**config.mk**
```make
export PLATFORM = sky130hd
export DESIGN_NAME = stepper_encoder_emulator
export DESIGN_NICKNAME = d
export VERILOG_FILES = /design/src/rtl/stepper_pkg.sv /design/src/rtl/stepper_encoder_emulator_quadrature_encoder.sv /design/src/rtl/stepper_encoder_emulator.sv
export SDC_FILE = /design/constraint.sdc
export NUM_CORES = 1
export LEC_CHECK = 0
export CORE_UTILIZATION = 45
export CTS_BUF_LIST = sky130_fd_sc_hd__clkbuf_16
export CTS_CLUSTER_DIAMETER = 100
export DETAILED_ROUTE_END_ITERATION = 6
export PLACE_DENSITY = 0.74
export SLEW_MARGIN = 10
export SYNTH_ARGS = -nofsm -noshare
export SYNTH_HDL_FRONTEND = slang
export SYNTH_SLANG_ARGS = --single-unit
```
**constraint.sdc**
```tcl
create_clock -name clk -period 6.5 [get_ports clk]
set_input_delay 1.625 -clock clk [delete_from_list [all_inputs] [get_ports clk]]
set_output_delay 1.625 -clock clk [all_outputs]
set_load 0.05 [all_outputs]
```
**src/rtl/stepper_pkg.sv**
```systemverilog
// stepper_pkg: shared constants, quadrature encoding and helpers for the stepper encoder emulator
package stepper_pkg;

    localparam logic [4:0] ADDR_ENC_COUNT = 5'h0;
    localparam logic [4:0] ADDR_USTEP_POS = 5'h1;
    localparam logic [4:0] ADDR_PENDING   = 5'h2;
    localparam logic [4:0] ADDR_STATUS    = 5'h3;
    localparam logic [4:0] ADDR_ENDSTOP   = 5'h4;
    localparam logic [4:0] ADDR_PHASE     = 5'h5;

    localparam int STAT_OVERFLOW = 0;
    localparam int STAT_BUSY     = 1;

    // encoded as {B,A}
    typedef enum logic [1:0] {
        QUAD_00 = 2'b00,
        QUAD_01 = 2'b01,
        QUAD_11 = 2'b11,
        QUAD_10 = 2'b10
    } quad_t;

    function automatic logic [4:0] ms_weight(input logic [1:0] ms);
        return ms == 2'b00 ? 5'd16 : ms == 2'b01 ? 5'd8 : ms == 2'b10 ? 5'd4 : 5'd2;
    endfunction

    function automatic quad_t quad_next(input quad_t q);
        return q == QUAD_00 ? QUAD_01 : q == QUAD_01 ? QUAD_11 : q == QUAD_11 ? QUAD_10 : QUAD_00;
    endfunction

    function automatic quad_t quad_prev(input quad_t q);
        return q == QUAD_00 ? QUAD_10 : q == QUAD_10 ? QUAD_11 : q == QUAD_11 ? QUAD_01 : QUAD_00;
    endfunction

endpackage

```
**src/rtl/stepper_encoder_emulator_quadrature_encoder.sv**
```systemverilog
// quadrature_encoder: drains the pending-count backlog into rate-limited A/B/I quadrature edges
module quadrature_encoder
    import stepper_pkg::*;
#(
    parameter int COUNTS_PER_REV = 8192,
    parameter int MIN_EDGE_CLKS  = 50,
    parameter int PENDING_MAX    = 65535
) (
    input  logic               clk,
    input  logic               reset_n,
    input  logic               norm_inc,
    input  logic               norm_dec,
    input  logic               load,
    input  logic        [31:0] load_count,
    output logic signed [31:0] pending,
    output logic        [31:0] enc_count,
    output quad_t              phase,
    output logic               index,
    output logic               saturated
);
    localparam int TW = MIN_EDGE_CLKS > 1 ? $clog2(MIN_EDGE_CLKS) : 1;
    localparam logic [TW-1:0] TIMER_MAX = TW'(MIN_EDGE_CLKS - 1);
    localparam logic signed [33:0] PMAX = 34'(PENDING_MAX);
    localparam int CPR = COUNTS_PER_REV;

    logic        [TW-1:0] timer_q, timer_d;
    logic signed [31:0]   pending_q, pending_d;
    logic        [31:0]   enc_q, enc_d;
    quad_t                phase_q, phase_d;
    logic                 index_q, index_d;
    logic                 advance, fwd;
    logic signed [33:0]   sum;

    always_comb begin
        advance   = timer_q == TIMER_MAX && pending_q != 0;
        fwd       = !pending_q[31];
        sum       = 34'(pending_q) + (norm_inc ? 34'sd1 : 34'sd0) - (norm_dec ? 34'sd1 : 34'sd0)
                  - (advance ? (fwd ? 34'sd1 : -34'sd1) : 34'sd0);
        saturated = !load && (sum > PMAX || sum < -PMAX);
        pending_d = load ? '0 : sum > PMAX ? 32'(PMAX) : sum < -PMAX ? 32'(-PMAX) : sum[31:0];
        enc_d     = load ? load_count : !advance ? enc_q : fwd ? enc_q + 32'd1 : enc_q - 32'd1;
        phase_d   = load ? QUAD_00 : !advance ? phase_q : fwd ? quad_next(phase_q) : quad_prev(phase_q);
        timer_d   = advance ? '0 : timer_q == TIMER_MAX ? timer_q : timer_q + TW'(1);
        // index is re-evaluated only when position moves, so it stays low out of reset
        index_d   = (load || advance) ? (phase_d == QUAD_00 && ($signed(enc_d) % CPR) == 0) : index_q;
    end

    always_ff @(posedge clk or negedge reset_n) begin
        if (!reset_n) begin
            timer_q   <= TIMER_MAX;
            pending_q <= '0;
            enc_q     <= '0;
            phase_q   <= QUAD_00;
            index_q   <= 1'b0;
        end else begin
            timer_q   <= timer_d;
            pending_q <= pending_d;
            enc_q     <= enc_d;
            phase_q   <= phase_d;
            index_q   <= index_d;
        end
    end

    assign pending   = pending_q;
    assign enc_count = enc_q;
    assign phase     = phase_q;
    assign index     = index_q;

endmodule

```
**src/rtl/stepper_encoder_emulator.sv**
```systemverilog
// stepper_encoder_emulator: integrates step/dir into shaft position and regenerates encoder feedback
module stepper_encoder_emulator
    import stepper_pkg::*;
#(
    parameter int CLOCK_FREQ_HZ  = 50_000_000,
    parameter int COUNTS_PER_REV = 8192,
    parameter int STEPS_PER_REV  = 200,
    parameter int MIN_EDGE_CLKS  = 50,
    parameter int PENDING_MAX    = 65535
) (
    input  logic        clk,
    input  logic        reset_n,
    input  logic        write,
    input  logic        read,
    input  logic [4:0]  address,
    input  logic [31:0] writedata,
    output logic [31:0] readdata,
    input  logic        step,
    input  logic        dir,
    input  logic        enable,
    input  logic [1:0]  MS,
    output logic        A,
    output logic        B,
    output logic        I,
    output logic        endswitch
);
    localparam logic signed [39:0] THRESH = 40'(16 * STEPS_PER_REV);
    localparam logic signed [39:0] CPR40  = 40'(COUNTS_PER_REV);

    logic [4:0]         sync1_q, sync1_d, sync2_q, sync2_d;
    logic               step_prev_q, step_prev_d;
    logic               evt_q, evt_d, evt_dir_q, evt_dir_d;
    logic [4:0]         evt_w_q, evt_w_d;
    logic [31:0]        ustep_q, ustep_d, endstop_q, endstop_d;
    logic signed [39:0] residue_q, residue_d, delta;
    logic               overflow_q, overflow_d;
    logic               wr_enc, norm_inc, norm_dec, saturated, index;
    logic signed [31:0] pending;
    logic [31:0]        enc_count;
    quad_t              phase;
    logic               unused;

    assign unused = read ^ (CLOCK_FREQ_HZ == 0);

    // synchroniser bit order: {MS, enable, dir, step}
    always_comb begin
        sync1_d     = {MS, enable, dir, step};
        sync2_d     = sync1_q;
        step_prev_d = sync2_q[0];
        evt_d       = sync2_q[0] && !step_prev_q && !sync2_q[2];
        evt_dir_d   = sync2_q[1];
        evt_w_d     = ms_weight(sync2_q[4:3]);
        wr_enc      = write && address == ADDR_ENC_COUNT;
        delta       = CPR40 * $signed({35'd0, evt_w_q});
        norm_inc    = residue_q >= THRESH;
        norm_dec    = residue_q[39];
        ustep_d     = (write && address == ADDR_USTEP_POS) ? writedata : !evt_q ? ustep_q
                    : evt_dir_q ? ustep_q + 32'(evt_w_q) : ustep_q - 32'(evt_w_q);
        residue_d   = wr_enc ? '0 : residue_q + (!evt_q ? 40'sd0 : evt_dir_q ? delta : -delta)
                    - (norm_inc ? THRESH : 40'sd0) + (norm_dec ? THRESH : 40'sd0);
        overflow_d  = (write && address == ADDR_STATUS) ? 1'b0 : overflow_q || saturated;
        endstop_d   = (write && address == ADDR_ENDSTOP) ? writedata : endstop_q;
        endswitch   = $signed(enc_count) > $signed(endstop_q);
    end

    always_ff @(posedge clk or negedge reset_n) begin
        if (!reset_n) begin
            sync1_q     <= '0;
            sync2_q     <= '0;
            step_prev_q <= 1'b0;
            evt_q       <= 1'b0;
            evt_dir_q   <= 1'b0;
            evt_w_q     <= '0;
            ustep_q     <= '0;
            residue_q   <= '0;
            overflow_q  <= 1'b0;
            endstop_q   <= 32'h8000_0000;
        end else begin
            sync1_q     <= sync1_d;
            sync2_q     <= sync2_d;
            step_prev_q <= step_prev_d;
            evt_q       <= evt_d;
            evt_dir_q   <= evt_dir_d;
            evt_w_q     <= evt_w_d;
            ustep_q     <= ustep_d;
            residue_q   <= residue_d;
            overflow_q  <= overflow_d;
            endstop_q   <= endstop_d;
        end
    end

    always_comb begin
        readdata = '0;
        case (address)
            ADDR_ENC_COUNT: readdata = enc_count;
            ADDR_USTEP_POS: readdata = ustep_q;
            ADDR_PENDING:   readdata = pending;
            ADDR_STATUS: begin
                readdata[STAT_OVERFLOW] = overflow_q;
                readdata[STAT_BUSY]     = pending != 0;
            end
            ADDR_ENDSTOP:   readdata = endstop_q;
            ADDR_PHASE:     readdata = {30'd0, phase};
            default:        readdata = '0;
        endcase
    end

    quadrature_encoder #(
        .COUNTS_PER_REV(COUNTS_PER_REV),
        .MIN_EDGE_CLKS (MIN_EDGE_CLKS),
        .PENDING_MAX   (PENDING_MAX)
    ) u_enc (
        .clk       (clk),
        .reset_n   (reset_n),
        .norm_inc  (norm_inc),
        .norm_dec  (norm_dec),
        .load      (wr_enc),
        .load_count(writedata),
        .pending   (pending),
        .enc_count (enc_count),
        .phase     (phase),
        .index     (index),
        .saturated (saturated)
    );

    assign A = phase[0];
    assign B = phase[1];
    assign I = index;

endmodule

```
Word-level counts from Yosys, hierarchy flattened
Index checks and enable logic that the tools add are counted.

Flip-flop bits (word level): 196. Word-level logic and storage cells: 104. Output and inout bits: 36.

Muxes and demuxes: 35. Equality and inequality tests: 12. Bitwise operators: 1. Magnitude comparators: 4. Reduce and logical (&&, ||, !) cells: 24. Add/subtract/negate cells: 12.

Operators with widths (count): 2-to-1 mux 32 bit (9); 2-to-1 mux 40 bit (3); one-hot mux 30 bit (4 select lines) (1); 2-to-1 mux 34 bit (2); subtractor 34 bit (2); adder 40 x 12 -> 40 bit (1); adder 40 bit (1); >= comparator 40 x 13 -> 1 bit (second input constant) (1); negation 18 -> 40 bit (1); subtractor 40 x 12 -> 40 bit (1); > comparator 34 x 17 -> 1 bit (second input constant) (1); < comparator 34 x 17 -> 1 bit (second input constant) (1); adder 32 x 2 -> 33 bit (1); adder 32 x 1 -> 32 bit (second input constant) (1); adder 32 x 5 -> 32 bit (1); > comparator 32 bit (1); zero test 32 bit (1); nonzero test 32 bit (1); subtractor 32 x 1 -> 32 bit (second input constant) (1); subtractor 32 x 5 -> 32 bit (1); 2-to-1 mux 12 bit (2); 2-to-1 mux 2 bit (8); OR reduction 13 bit (1); 2-to-1 mux 6 bit (2); 20 further kinds (43).

Depth between registers and ports, before layout
Gate-level depths: netlist (run 1).

Word-level depth: 10. Gate-level depth with buffers: 30.

Cells and area by module
A second synthesis (run 1) with hierarchy kept.

Cell total of the unflattened synthesis: 2280. Area, all modules: 19062.0 um2.

By module, submodules not included: stepper_encoder_emulator (area an instance 11129.4 um2, seq. area each 3004.1 um2, cells an instance 1279, instances 1); quadrature_encoder (area an instance 7932.6 um2, seq. area each 1830.5 um2, cells an instance 1001, instances 1).

Worst setup path before layout (run 1)
No wires, ideal clock.

Path type: register to register. Start point: register u_enc.pending_q[31] (netlist: u_enc.pending[31]). End point: register u_enc.pending_q[10] (netlist: u_enc.pending[10]). Data arrival time: 6.618 ns. Buffers on the path: 5. Stages on the path, launching flop included: 26. Required time: 6.414 ns. Path slack: -0.204 ns. Path through: dfrtp_1 buf_2 nor4_1 nand4_1 o21ai_1 buf_2 buf_1 inv_1 buf_1 nand2_1 inv_1 ha_1 inv_1 ha_1 a21o_1 a31o_1 a211o_2 a21oi_4 o21ai_1 a41o_1 xor2_1 inv_1 or4_1 or4_1 buf_6 o22ai_2.

Cells in the longest elaborated chain, start to end: 8. Elaborated cells on any way between the ends: 12. Those cells by class: add/sub: 3; order compare: 2; mux: 5; reduce/logical: 2.

RTL lines: start, declared (RTL line stepper_encoder_emulator_quadrature_encoder.sv:27) `logic signed [31:0] pending_q, pending_d;`; start signal, assigned (RTL line stepper_encoder_emulator_quadrature_encoder.sv:57) `pending_q <= pending_d;`; branches (longest 3 deep; another with subtractor 34 bit); subtractor 34 bit (*) (RTL line stepper_encoder_emulator_quadrature_encoder.sv:38) `- (advance ? (fwd ? 34'sd1 : -34'sd1) : 34'sd0);`; < comparator 34 x 17 -> 1 bit (RTL line stepper_encoder_emulator_quadrature_encoder.sv:40) `pending_d = load ? '0 : sum > PMAX ? 32'(PMAX) : sum < -PMAX ? 32'(-PMAX) : sum[31:0];`; 2-to-1 mux 32 bit (RTL line stepper_encoder_emulator_quadrature_encoder.sv:40); 2-to-1 mux 32 bit (*) (2 in series) (RTL line stepper_encoder_emulator_quadrature_encoder.sv:40); net u_enc.pending_d[10] (RTL line stepper_encoder_emulator_quadrature_encoder.sv:27).

Mark *: on every way through the listed nets, which the timed path passes. A chain may end at the register's enable or synchronous reset.

Worst setup path in the final report (run 1)
Start point: register residue_q[12]. End point: register u_enc.pending_q[7] (netlist: u_enc.pending[7]).

Cells in the longest elaborated chain, start to end: 9. Elaborated cells on any way between the ends: 10. Those cells by class: add/sub: 3; order compare: 3; mux: 4.

RTL lines: start, declared (RTL line stepper_encoder_emulator.sv:35) `logic signed [39:0] residue_q, residue_d, delta;`; start signal, assigned (RTL line stepper_encoder_emulator.sv:86) `residue_q <= residue_d;`; >= comparator 40 x 13 -> 1 bit (*) (RTL line stepper_encoder_emulator.sv:55) `norm_inc = residue_q >= THRESH;`; 2-to-1 mux 1 bit (*) (RTL line stepper_encoder_emulator_quadrature_encoder.sv:37) `sum = 34'(pending_q) + (norm_inc ? 34'sd1 : 34'sd0) - (norm_dec ? 34'sd1 : 34'sd0)`; adder 32 x 2 -> 33 bit (*) (RTL line stepper_encoder_emulator_quadrature_encoder.sv:37); subtractor 34 bit (*) (RTL line stepper_encoder_emulator_quadrature_encoder.sv:37); subtractor 34 bit (*) (RTL line stepper_encoder_emulator_quadrature_encoder.sv:38); < comparator 34 x 17 -> 1 bit (RTL line stepper_encoder_emulator_quadrature_encoder.sv:40); 2-to-1 mux 32 bit (RTL line stepper_encoder_emulator_quadrature_encoder.sv:40); 2-to-1 mux 32 bit (*) (2 in series) (RTL line stepper_encoder_emulator_quadrature_encoder.sv:40); net u_enc.pending_d[7] (RTL line stepper_encoder_emulator_quadrature_encoder.sv:27).

Mark *: on every way through the listed nets, which the timed path passes. The rest lies on a longest branch.

==> impl_metrics.sql, run 1 <==
INSERT INTO impl_metrics (metric_group, metric, value, unit) VALUES
('cells_and_area', 'diodes', '0', ''),
('logic_synthesis', 'synth_async_sr_flop_share', '1.00', ''),
('global_route', 'grt_pass1_vias', '15900', ''),
('global_route', 'maximum_number_of_pins_on_one_net_before_global_route_repair', '111', ''),
('global_route', 'gr-usage-all-layers', '0.241', ''),
('worst_setup_path', 'r2r_slack', '0.23', 'ns'),
('logic_synthesis', 'yosys-top-cells-count', 'sky130_fd_sc_hd__ha_1 (264), sky130_fd_sc_hd__inv_1 (231), sky130_fd_sc_hd__nor2_1 (205), sky130_fd_sc_hd__a21oi_1 (199), sky130_fd_sc_hd__dfrtp_1 (189)', ''),
('sta', 'worst_pin_slew', '0.903', 'ns'),
('placement', 'finalWeightedCongestion', '0.973', ''),
('sta', 'hold_viol_final', '0', ''),
('run', 'drv_cap', '0', ''),
('logic_synthesis', 'synth.avg_cell_area', '8.41', 'um2'),
('sta', 'timing.slew.headroom', '0.398', ''),
('worst_setup_path', 'cp_common_cell', 'sky130_fd_sc_hd__ha_1', ''),
('outcome', 'outcome', 'completed', ''),
('global_route', 'grt-ovfl-total', '0', ''),
('hold_path', 'hold-path-cell-count', '0', ''),
('global_route', 'grt_antenna_before_repair', '2', ''),
('logic_synthesis', 'synth.distinct_cells', '76', ''),
('die', 'die_area', '41200', 'um2'),
('routing', 'detail_route.wirelength', '49500', 'um'),
('die', 'die_height', '203', 'um'),
('logic_synthesis', 'ys_dominant_reg_cell', 'sky130_fd_sc_hd__dfrtp_1', ''),
('logic_synthesis', 'synth.top_cell.area_share', '0.260', ''),
('clock_tree', 'clkSlewWorstSetupHoldPaths', '0.08', 'ns'),
('clock_tree', 'worst_skew_pair.late_latency', '0.46', 'ns'),
('cells_and_area', 'fill_cells', '3719', ''),
('placement', 'dp_hpwl', '37400', 'um'),
('sta', 'layout_worst_path_cycle_share', '0.964', ''),
('hold_path', 'min-delay-path-class', 'reg -> reg', ''),
('sta', 'fmax', '0.160', 'GHz'),
('routing', 'drt_pass1_iterations', '5', ''),
('logic_synthesis', 'synth_area_leader_cell', 'sky130_fd_sc_hd__dfrtp_1', ''),
('routing', 'num_vias', '16400', ''),
('die', 'design.portCount', '82', ''),
('worst_setup_path', 'cp_max_fo', '11', ''),
('worst_setup_path', 'setup.worst_path.end_class', 'register', ''),
('worst_setup_path', 'cpPeakStageDelay', '0.50', 'ns'),
('sta', 'worst_hold_slack', '0.351', 'ns'),
('routing', 'antenna_violating_nets_post_route', '0', ''),
('worst_setup_path', 'r2r.worst_path.cells', '29', ''),
('clock_tree', 'cts.hold.buffers_added', '0', ''),
('worst_setup_path', 'crit-reg2reg-launch', 'residue_q[12]', ''),
('placement', 'io_buffers', '80', ''),
('sta', 'slew_viol_final', '0', ''),
('logic_synthesis', 'synth_most_common_cell', 'sky130_fd_sc_hd__ha_1', ''),
('die', 'floorplan.initialDensity', '0.457', ''),
('worst_setup_path', 'criticalPathCategory', 'reg -> reg', ''),
('worst_setup_path', 'critPathLaunchType', 'register', ''),
('worst_setup_path', 'critPathSlowestCell', 'sky130_fd_sc_hd__or4_1', ''),
('logic_synthesis', 'synth-edff-count', '0', ''),
('die', 'num_rows', '73', ''),
('worst_setup_path', 'r2r-end', 'u_enc.pending[7]', ''),
('routing', 'number_of_remaining_drc_errors', '0', ''),
('logic_synthesis', 'synth_cells', '2163', ''),
('clock_tree', 'htreeDepth', '4', ''),
('cells_and_area', 'layout-drive-gt1-share', '0.0880', ''),
('hold_path', 'hold_path.startpoint', 'sync1_q[0]', ''),
('die', 'chipWidth', '203', 'um'),
('logic_synthesis', 'syn-num-nets', '2481', ''),
('clock_tree', 'cts.sink_count', '193', ''),
('global_route', 'grt_pass1_wl', '80000', 'um'),
('routing', 'via_per_inst', '5.87', ''),
('sta', 'timing.final.crit_period', '6.27', 'ns'),
('logic_synthesis', 'synthTopCellsByArea', 'sky130_fd_sc_hd__dfrtp_1 (26%), sky130_fd_sc_hd__ha_1 (18%), sky130_fd_sc_hd__a21oi_1 (5.5%)', ''),
('die', 'fp.coreArea', '39800', 'um2'),
('logic_synthesis', 'synth_seq_cells', '193', ''),
('cells_and_area', 'areaGrowthSynthToFinish', '12.9', '%'),
('sta', 'final-setup-viol-count', '0', ''),
('logic_synthesis', 'fraction_of_the_yosys_area_taken_by_sequential_cells', '0.266', ''),
('routing', 'detailedRoute.firstIterationViolations', '1095', '');
[cell usage in the layout, fill, tap and decap left out, types with 23 or more instances in the layout]
master	Yosys	layout
sky130_fd_sc_hd__a221o_1	29	29
sky130_fd_sc_hd__xnor2_1	94	92
sky130_fd_sc_hd__clkdlybuf4s50_1	0	62
sky130_fd_sc_hd__ha_1	264	262
sky130_fd_sc_hd__mux2_2	36	36
sky130_fd_sc_hd__nor2b_1	31	31
sky130_fd_sc_hd__nor2_1	205	202
sky130_fd_sc_hd__nor4_1	24	23
sky130_fd_sc_hd__xor2_1	70	70
sky130_fd_sc_hd__nand4_1	31	31
sky130_fd_sc_hd__nand3_1	60	58
sky130_fd_sc_hd__nand2b_1	24	24
sky130_fd_sc_hd__mux2i_1	31	31
sky130_fd_sc_hd__inv_1	231	230
sky130_fd_sc_hd__a21oi_1	199	199
sky130_fd_sc_hd__o21ai_0	70	70
sky130_fd_sc_hd__nor3_1	35	31
sky130_fd_sc_hd__dfrtp_1	189	187
sky130_fd_sc_hd__buf_4	0	69
sky130_fd_sc_hd__nand2_1	130	129
sky130_fd_sc_hd__a21o_1	55	55
sky130_fd_sc_hd__a22o_1	30	30
[state kept, by name, indices dropped and copies added, names as in the netlist, 2 cells and up]
name and flops:
ustep_q 32, evt_w_q 4, u_enc.enc_count 32, sync1_q 5, u_enc.pending 32, u_enc.phase 2
u_enc.timer_q 6, endstop_q 32, sync2_q 5, residue_q 38
[worst max-delay path by stage]
stage                                 start                end  slack (ns)  cells after the start
after floorplan           u_enc.pending[31]  u_enc.pending[10]       0.003                     25
after global placement        residue_q[12]   u_enc.pending[7]        0.44                     29
after detailed placement      residue_q[12]   u_enc.pending[7]        0.30                     29
after CTS                      residue_q[8]   u_enc.pending[7]        0.24                     29
after global routing           residue_q[8]   u_enc.pending[7]       -0.06                     29
final                         residue_q[12]   u_enc.pending[7]        0.23                     29
[cells by family after synthesis]
family,share of synthesized area
DFF,0.266
AOI/OAI and AO/OA,0.204
xor gates and xnor gates,0.0789
muxes,0.0393
adders and majority gates,0.190
other,0.000413
and+or+nand+nor,0.158
buffers and inverters,0.0631
[through the flow]
step / std cells / setup WS [ns] / instance area (um2) / setup TNS (ns) / utilization
2_1_floorplan: 2163 / 0.00333 / 18200 / 0 / -
3_5_place_dp: 2753 / 0.305 / 19800 / 0 / 0.498
5_1_grt: 2787 / -0.0623 / 20500 / -0.112 / 0.516
6_report: 2787 / 0.232 / 20500 / 0 / 0.516
4_1_cts: 2785 / 0.241 / 20400 / 0 / 0.512
3_3_place_gp: 2753 / 0.444 / 19800 / 0 / 0.498
[final cells by class]
| class | instances | area, um2 | share of cell area |
|---|---|---|---|
| Timing Repair Buffer | 138 | 1250 | 0.0607 |
| Tap cell | 525 | 657 | 0.0320 |
| Clock inverter | 15 | 134 | 0.00652 |
| Inverter | 231 | 871 | 0.0424 |
| Sequential cell | 193 | 4840 | 0.236 |
| Clock buffer | 17 | 425 | 0.0207 |
| Multi-Input combinational cell | 1668 | 12400 | 0.602 |
[critical path, delay by kind of cell, from the launching register on]
family	cells	cell delay, ns
and+or+nand+nor	12	2.68
xor gates and xnor gates	2	0.33
AOI/OAI and AO/OA	5	1.01
adders and majority gates	4	1.01
buffers and inverters	6	0.78
DFF	1	0.39
[metal layers]
metal / global-route usage / wire length, um
met5: 0 / 29
met4: 0.102 / 2030
met3: 0.0457 / 3260
met2: 0.399 / 22800
met1: 0.305 / 21400
[what timing repair did]
item / 4_1_cts / 5_1_grt
setup buffers: 0 / 1
resized for setup: 0 / 24
endpoints found under the setup margin: 0 / 33
Power of run 1 is left out: the tool's default activity adds up to more than one toggle a clock period on the data nets, which glitch-free logic cannot reach.
==> run 2, diff against run 1 <==
--- a/config.mk
+++ b/config.mk
@@ -5,11 +5,13 @@
 export SDC_FILE = /design/constraint.sdc
 export NUM_CORES = 1
 export LEC_CHECK = 0
-export CORE_UTILIZATION = 45
+export CELL_PAD_IN_SITES_DETAIL_PLACEMENT = 0
+export CELL_PAD_IN_SITES_GLOBAL_PLACEMENT = 1
+export CORE_UTILIZATION = 43
 export CTS_BUF_LIST = sky130_fd_sc_hd__clkbuf_16
 export CTS_CLUSTER_DIAMETER = 100
 export DETAILED_ROUTE_END_ITERATION = 6
-export PLACE_DENSITY = 0.74
+export PLACE_DENSITY = 0.87
 export SLEW_MARGIN = 10
 export SYNTH_ARGS = -nofsm -noshare
 export SYNTH_HDL_FRONTEND = slang
==> run 2 against run 1 <==
Wire length grew 1.8%. Global-route usage shrank 0.52 points. Final cell count grew 0.75%. Non-clock buffer count grew 14. Maximum frequency grew 2.2%. Setup slack gained 0.14 ns. First-iteration DRC count shrank 2.8%. Critical path depth shrank 1. Flip-flop and latch count is the same. Utilization shrank 1.5 points. Worst hold slack is essentially flat. Design area grew 0.58%.
==> impl_metrics.sql, run 2 (synthesized netlist as in run 1, its figures left out) <==
INSERT INTO impl_metrics (metric_group, metric, value, unit) VALUES
('cells_and_area', 'layout.cells.most_common', 'sky130_fd_sc_hd__ha_1', ''),
('clock_tree', 'cts_tree', 'done', ''),
('die', 'die_area', '43100', 'um2'),
('cells_and_area', 'layout-drive-gt1-share', '0.0874', ''),
('die', 'design.portCount', '82', ''),
('routing', 'number_of_remaining_drc_errors', '0', ''),
('routing', 'antenna_violating_nets_post_route', '0', ''),
('global_route', 'grt_antenna_before_repair', '1', ''),
('clock_tree', 'cts.sink_count', '193', ''),
('cells_and_area', 'areaGrowthSynthToFinish', '13.6', '%'),
('clock_tree', 'cts.root.buffer_cell', 'sky130_fd_sc_hd__clkbuf_16', ''),
('sta', 'fmax', '0.163', 'GHz'),
('worst_setup_path', 'criticalPathCategory', 'reg -> reg', ''),
('cells_and_area', 'diodes', '0', ''),
('die', 'fp.coreArea', '41300', 'um2'),
('sta', 'slew_viol_final', '0', ''),
('worst_setup_path', 'critPathLaunch', 'residue_q[12]', ''),
('cells_and_area', 'final_design_instance_area_without_fill', '20700', 'um2'),
('placement', 'placed_cells', '2772', ''),
('worst_setup_path', 'cpPeakStageDelay', '0.47', 'ns'),
('worst_setup_path', 'r2r-end', 'u_enc.pending[7]', ''),
('routing', 'detail_route.wirelength', '50400', 'um'),
('sta', 'hold_viol_final', '0', ''),
('die', 'chipWidth', '208', 'um'),
('sta', 'final.setup_skew', '0.0138', 'ns'),
('run', 'drv_cap', '0', ''),
('routing', 'num_vias', '16000', ''),
('sta', 'layout_worst_path_cycle_share', '0.943', ''),
('global_route', 'grt-ovfl-total', '0', ''),
('worst_setup_path', 'critPathSlowestCell', 'sky130_fd_sc_hd__or4_1', ''),
('outcome', 'outcome', 'completed', ''),
('clock_tree', 'numCtsBuffers', '17', ''),
('worst_setup_path', 'critPathLaunchType', 'register', ''),
('routing', 'via_per_inst', '5.71', ''),
('die', 'die_height', '208', 'um'),
('global_route', 'gr-usage-all-layers', '0.235', ''),
('die', 'num_rows', '74', ''),
('placement', 'dp_hpwl', '38400', 'um'),
('cells_and_area', 'final-instance-count-excl-fill', '2808', ''),
('worst_setup_path', 'crit-reg2reg-launch', 'residue_q[12]', ''),
('sta', 'timing.final.crit_period', '6.13', 'ns'),
('sta', 'fin_ws', '0.369', 'ns'),
('clock_tree', 'cts.hold.buffers_added', '0', ''),
('global_route', 'grt_pass1_wl', '81900', 'um'),
('placement', 'placedInstanceArea', '20000', 'um2'),
('cells_and_area', 'largest_register_ff_count', '38', ''),
('cells_and_area', 'most-common-layout-cells', 'sky130_fd_sc_hd__ha_1 (261), sky130_fd_sc_hd__inv_1 (231), sky130_fd_sc_hd__nor2_1 (204), sky130_fd_sc_hd__a21oi_1 (197), sky130_fd_sc_hd__dfrtp_1 (187)', ''),
('cells_and_area', 'top_register', 'residue_q', ''),
('routing', 'drt_pass1_iterations', '6', ''),
('cells_and_area', 'multi_input_logic_area', '12400', 'um2'),
('die', 'floorplan.initialDensity', '0.441', ''),
('global_route', 'grt_pass1_vias', '15700', ''),
('worst_setup_path', 'crit_arrival', '6.53', 'ns'),
('sta', 'grt_setup_unrepaired', 'yes', ''),
('clock_tree', 'clkSlewWorstSetupHoldPaths', '0.08', 'ns'),
('placement', 'place_ws', '0.251', 'ns'),
('placement', 'finalWeightedCongestion', '0.946', ''),
('cells_and_area', 'final_nets', '2581', ''),
('sta', 'final-setup-viol-count', '0', ''),
('routing', 'detailedRoute.firstIterationViolations', '1064', ''),
('hold_path', 'min-delay-path-class', 'reg -> reg', ''),
('sta', 'worst_hold_slack', '0.351', 'ns'),
('hold_path', 'hold-path-endpoint', 'sync2_q[0]', ''),
('sta', 'worst_pin_slew', '0.967', 'ns'),
('hold_path', 'hold-path-cell-count', '0', ''),
('global_route', 'maximum_number_of_pins_on_one_net_before_global_route_repair', '114', ''),
('placement', 'io_buffers', '80', ''),
('clock_tree', 'cts_max_path_buffers', '2', ''),
('sta', 'timing.slew.headroom', '0.355', ''),
('clock_tree', 'worst_skew_pair.late_latency', '0.47', 'ns'),
('cells_and_area', 'sequential_cell_area', '4840', 'um2'),
('cells_and_area', 'fill_cells', '3914', ''),
('routing', 'wl_per_cell', '18.0', 'um'),
('worst_setup_path', 'setup.worst_path.end_class', 'register', ''),
('worst_setup_path', 'r2r.worst_path.cells', '28', ''),
('hold_path', 'hold_path.startpoint', 'sync1_q[0]', ''),
('worst_setup_path', 'cp_max_fo', '11', ''),
('worst_setup_path', 'worstPathRequired', '6.90', 'ns'),
('worst_setup_path', 'r2r_slack', '0.37', 'ns'),
('clock_tree', 'htreeDepth', '4', '');
-- run 2: metal layers --
metal | part of all wire | track usage | up-vias
met4 | 0.028 | 0.0741 | 2
met5 | 0.00026 | 0 | -
met3 | 0.057 | 0.0381 | 65
met1 | 0.44 | 0.308 | 7625
li1 | - | - | 7895
met2 | 0.47 | 0.397 | 444
-- run 2: how the worst max path moves through the flow --
| stage | endpoint | slack [ns] | depth (start not counted) |
|---|---|---|---|
| 2_1_floorplan | u_enc.pending[10] | 0.003 | 25 |
| 3_3_place_gp | u_enc.pending[7] | 0.38 | 28 |
| 3_5_place_dp | u_enc.pending[7] | 0.25 | 28 |
| 4_1_cts | u_enc.pending[7] | 0.20 | 28 |
| 5_1_grt | u_enc.pending[7] | -0.03 | 28 |
| 6_report | u_enc.pending[7] | 0.37 | 28 |
-- run 2: final cells by class --
class | instances | area share
Timing Repair Buffer | 152 | 0.0666
Multi-Input combinational cell | 1668 | 0.598
Clock inverter | 15 | 0.00642
Clock buffer | 17 | 0.0206
Sequential cell | 193 | 0.234
Tap cell | 532 | 0.0322
Inverter | 231 | 0.0422
-- run 2: metrics by stage --
step                TNS (ns)  utilization
floorplan                  0            -
global placement           0        0.484
detailed placement         0        0.484
CTS                        0        0.497
global route         -0.0302        0.500
finish                     0        0.500
-- run 2: worst max-delay path, delay by kind of cell, from the launching register on --
kind,cells,cell delay [ns]
AND/OR/NAND/NOR,9,1.76
adder cells (fa/ha/maj),5,1.25
XOR/XNOR,2,0.44
flip-flops,1,0.38
buffers and inverters,5,0.73
AO/OA/AOI/OAI,7,1.49
-- run 2: timing repair --
item,in CTS,in global routing
setup buffers,0,3
gates resized for setup,0,19
endpoints found under the setup margin,0,17
Power of run 2 is left out for the same reason.
